[config.mk]
export PLATFORM = sky130hd
export DESIGN_NAME = gray_counter
export DESIGN_NICKNAME = d
export VERILOG_FILES = /design/src/rtl/gray_counter.sv
export SDC_FILE = /design/constraint.sdc
export NUM_CORES = 1
export LEC_CHECK = 0
export BUFFER_PORTS_ARGS = -buffer_cell sky130_fd_sc_hd__buf_4
export CORE_UTILIZATION = 47
export DETAILED_ROUTE_END_ITERATION = 10
export GPL_TIMING_DRIVEN = 1
export PLACE_DENSITY = 0.81
export SYNTH_ARGS = -nofsm -noshare
export SYNTH_HDL_FRONTEND = slang
export SYNTH_SLANG_ARGS = --single-unit
[constraint.sdc]
create_clock -name clk -period 4.55 [get_ports clk]
set_input_delay 0.6825 -clock clk [delete_from_list [all_inputs] [get_ports clk]]
set_output_delay 0.6825 -clock clk [all_outputs]
set_load 0.005 [all_outputs]
[src/rtl/gray_counter.sv]
// Up/down Gray-code counter with synchronous load, combinational terminal-count,
// and registered wrap/valid pulses. A binary count is kept internally and G is
// re-registered from it so the downstream Gray-to-binary stage sees a clean flop.
module gray_counter #(
   parameter int WIDTH = 4
) (
   input  logic             clk,
   input  logic             rst_n,
   input  logic             en,
   input  logic             up,
   input  logic             load,
   input  logic [WIDTH-1:0] load_val,
   output logic [WIDTH-1:0] G,
   output logic             tc,
   output logic             wrap,
   output logic             valid
);

   localparam logic [WIDTH-1:0] ONE = {{(WIDTH-1){1'b0}}, 1'b1};

   logic [WIDTH-1:0] r_cnt;
   logic [WIDTH-1:0] r_g;
   logic             r_wrap;
   logic             r_valid;

   logic [WIDTH-1:0] w_step_cnt;
   logic [WIDTH-1:0] w_step_g;
   logic [WIDTH-1:0] w_load_g;
   logic             w_all_ones;
   logic             w_zero;
   logic             w_at_edge;

   assign w_all_ones = &r_cnt;
   assign w_zero     = ~|r_cnt;
   // True when a step in the current direction would cross the modulo boundary.
   assign w_at_edge  = (up & w_all_ones) | (~up & w_zero);

   assign w_step_cnt = up ? (r_cnt + ONE) : (r_cnt - ONE);
   assign w_step_g   = w_step_cnt ^ (w_step_cnt >> 1);
   assign w_load_g   = load_val ^ (load_val >> 1);

   assign tc = en & ~load & w_at_edge;

   always_ff @(posedge clk or negedge rst_n) begin
      if (!rst_n) begin
         r_cnt   <= '0;
         r_g     <= '0;
         r_wrap  <= 1'b0;
         r_valid <= 1'b0;
      end else if (load) begin
         // Reloading the current value leaves G unchanged, so no valid pulse.
         r_cnt   <= load_val;
         r_g     <= w_load_g;
         r_valid <= (w_load_g != r_g);
         r_wrap  <= 1'b0;
      end else if (en) begin
         r_cnt   <= w_step_cnt;
         r_g     <= w_step_g;
         r_valid <= 1'b1;
         r_wrap  <= w_at_edge;
      end else begin
         r_valid <= 1'b0;
         r_wrap  <= 1'b0;
      end
   end

   assign G     = r_g;
   assign wrap  = r_wrap;
   assign valid = r_valid;

endmodule

; ---- After elaboration in Yosys (flattened, before gate mapping)
; Cells that the tools add are included.
; Widths: inputs -> output; s select.
[classes]
n_bitwise = 9
n_reduce_logical = 4
addsub = 2
mux = 9
n_eq_ne = 1
[ops]
columns = operator, count
row1 = $mux 4, 5
row2 = $xor 4x3->4, 2
row3 = $add 4x1->4 const B, 1
row4 = $and 1x1->1, 4
row5 = $mux 1, 4
row6 = $ne 4x4->1, 1
row7 = $reduce_and 4->1, 1
row8 = $reduce_or 4->1, 1
row9 = $sub 4x1->4 const B, 1
row10 = $not 1->1, 2
row11 = $reduce_bool 2->1, 1
row12 = $logic_not 1->1, 1
row13 = $or 1x1->1, 1
[word_totals]
out_inout_bits = 7
word_cells = 29
regBits = 10
input_bits = 9

; ---- Longest topological paths before layout
[depth]
word_depth = 6
ltp_mapped = 6
mapped_depth_nobuf = 6

; ---- Least setup slack after synthesis
; Ideal clock, no wire load.
[synth_path]
kind = input -> output
startpoint = input port up
endpoint = output port tc
path_slack_ns = 2.410
n_path_buf = 0
t_arrival_ns = 1.458
stages = 4
cell_sequence = or4_1 nor2_1 a31oi_1 nor2_1
[synth_between]
elab_chain_cells = 4
elab_cells_between_ends = 5
[synth_lines]
columns = item, line
row1 = from (decl), 10  ; input logic up,
row2 = $not 1->1, 36  ; assign w_at_edge = (up & w_all_ones) | (~up & w_zero);
row3 = $and 1x1->1, 36
row4 = $or 1x1->1 (*), 36
row5 = $and 1x1->1 (*), 42  ; assign tc = en & ~load & w_at_edge;
row6 = to (decl), 14  ; output logic tc,
; Mark *: on every way between the ends. The rest lies on a longest branch, timed or not.

; ---- Final worst setup path
; Same ends and word-level chain as after synthesis.

==> impl_metrics.py <==
metrics = {
    "synth": {
        "synth_seq_cells": 9,
        "ys.flop_type": "dfrtp_1",
        "synth_top_cell_area_share": 0.339,
        "yosysWarnings": 0,
        "yosysTopAreaCell": "dfrtp_1",
        "synthTopCellsByCount": "xnor2_1 (10), dfrtp_1 (9), o21ai_0 (7), nand2_1 (6), nor2_1 (5)",
        "synth_cell_types": 29,
        "postSynthCellCount": 74,
        "synth.most_common_cell": "xnor2_1",
        "syn_area_per_cell_um2": 8.98,
        "syn_nets": 86,
        "synthArstFlopShare": 1.00,
        "synth_area_um2": 664,
        "synth_area_leaders": "dfrtp_1 (34%), xnor2_1 (13%), o21ai_0 (5.3%)",
        "ys_seq_area_frac": 0.339,
        "synth_edf_count": 0,
    },
    "placement": {
        "place_congestion": 0.775,
        "place_hpwl_mm": 1.00,
        "dp_worst_setup_slack_ns": 2.16,
        "portBuffers": 15,
        "dpl_cell_area_um2": 773,
    },
    "setup_path": {
        "crit_type": "input port to output port",
        "arrival_ns": 1.70,
        "end_kind": "output port",
        "worstPathRequired_ns": 3.87,
        "crit_path_max_fanout": 5,
        "start_kind": "input port",
    },
    "floorplan": {
        "rows": 13,
        "die_area_um2": 1570,
        "start_util": 0.511,
        "fp.coreArea_um2": 1300,
        "io_pins": 16,
        "die_x_um": 39.6,
        "die_h_um": 39.6,
    },
    "pwr": {
        "power_density_nw_per_um2": 343,
        "ir_drop_uv": 143,
        "p_leak_nw": 0.352,
    },
    "timing": {
        "tightest_slew_ns": 0.430,
        "setup_viol": 0,
        "period_needed_ns": 2.39,
        "slew_headroom": 0.710,
        "post-route-period-util": 0.525,
        "worst_slack_ns": 2.16,
        "fin_skew_ns": 0.00491,
        "rsz0062_at_grt": "false",
        "hold_viol": 0,
        "slew_violations": 0,
        "clock.fmax_mhz": 419,
        "fin_tns_setup_ns": 0,
    },
    "run": {
        "maxCapViolCount": 0,
    },
    "clocking": {
        "htree_levels": 1,
        "clk_path_buf_depth": 2,
        "clkLatencyLatePin_ns": 0.26,
        "clock-sinks": 9,
        "postCtsHoldBufs": 0,
        "cts_buffers": 3,
        "root_buffer": "clkbuf_4",
        "path_clk_slew_ns": 0.06,
        "cts_setup_buffers": 0,
        "post_cts_resize_count": 0,
        "cts_tree": "done",
    },
    "global_route": {
        "grt_max_degree": 19,
        "grt_pass1_vias": 499,
        "grt_antenna_before_repair": 0,
        "grt_remaining_overflow": 0,
        "grt_pass1_wl_mm": 2.06,
        "grt_util_all_layers": 0.206,
    },
    "final_layout": {
        "fillers": 119,
        "drive_gt1_frac": 0.250,
        "antenna_cells_inserted": 0,
        "multi_input_area_um2": 409,
        "fin_area_um2": 800,
        "final_nets": 101,
        "area_growth_pct": 20.3,
        "regArea_um2": 225,
    },
    "drt": {
        "drtPass1Iterations": 4,
        "avgRoutedWirePerCell_um": 12.8,
        "drt_iter0_drc": 7,
        "viasPerCell": 5.56,
        "vias": 573,
        "drcViolationCount": 0,
        "routed_wl_mm": 1.32,
        "antenna_left": 0,
    },
    "min_path": {
        "hold_class": "input port to asynchronous set/reset pin",
    },
    "outcome": {
        "status": "completed",
    },
}
worst paths after layout:
path	to	slack, ns	depth (start not counted)	start
max	tc	2.16	6	up
min reg2reg	G[2]	0.59	2	G[2]
max in group asynchronous	r_cnt[1]	4.19	1	rst_n
min	r_cnt[0]	0.23	1	rst_n
max reg2reg	G[1]	2.75	5	r_cnt[0]
min in group clk	G[2]	0.59	2	G[2]
state kept, by name, summed over array words and instances, names as in the netlist:
signal / cells
wrap: 1
valid: 1
G: 3
r_cnt: 4
layout by cell type, fill, tap and decap left out, types with 2 or more instances in the layout:
cell type	count
clkbuf_4	3
inv_1	2
a21o_1	2
nand2_1	6
nor2b_1	2
a211oi_1	2
nand4b_1	2
nor2_1	5
ha_1	2
a31oi_1	2
dfrtp_1	9
a21oi_1	4
xnor2_1	10
o21ai_0	7
buf_4	15
power by group:
group          total (mW)  leakage (nW)  internal (mW)  switching [mW]
sequential          0.109         0.107         0.0921          0.0168
combinational       0.104         0.230         0.0574          0.0465
clock              0.0614        0.0150         0.0338          0.0276
total               0.274         0.352          0.183          0.0909
worst max-delay path, cell delays in order:
cell and delay, ns:
buf_4 0.12, or4_1 0.51, nor2_1 0.10, a31oi_1 0.06
nor2_1 0.12, buf_4 0.11
area by class of cell:
class | count | share of cell area
Clock buffer | 4 | 0.0329
Inverter | 2 | 0.00939
Multi-Input combinational cell | 58 | 0.512
Sequential cell | 9 | 0.282
Tap cell | 15 | 0.0235
Timing Repair Buffer | 15 | 0.141
through the flow:
| step | cells | hold WS, ns | utilization | power (mW) |
|---|---|---|---|---|
| after floorplan | 74 | 0.387 | - | 0.182 |
| after global placement | 99 | 0.512 | 0.594 | 0.210 |
| after detailed placement | 99 | 0.511 | 0.594 | 0.214 |
| after CTS | 103 | 0.224 | 0.614 | 0.278 |
| after global routing | 103 | 0.223 | 0.614 | 0.296 |
| final | 103 | 0.227 | 0.614 | 0.274 |
kinds of logic after synthesis:
logic type      share of synthesized area
mux                                0.0151
buf+inv                            0.0452
compound gates                      0.181
fa+ha+maj                          0.0678
flops                               0.339
simple gates                        0.207
xor+xnor                            0.145
layer usage:
metal,share of wire,global-route usage
met1,0.42,0.247
met2,0.52,0.336
met3,0.034,0.0341
met4,0.021,0.129
met5,0,0
No activity file was read; power rests on OpenSTA's default activity.
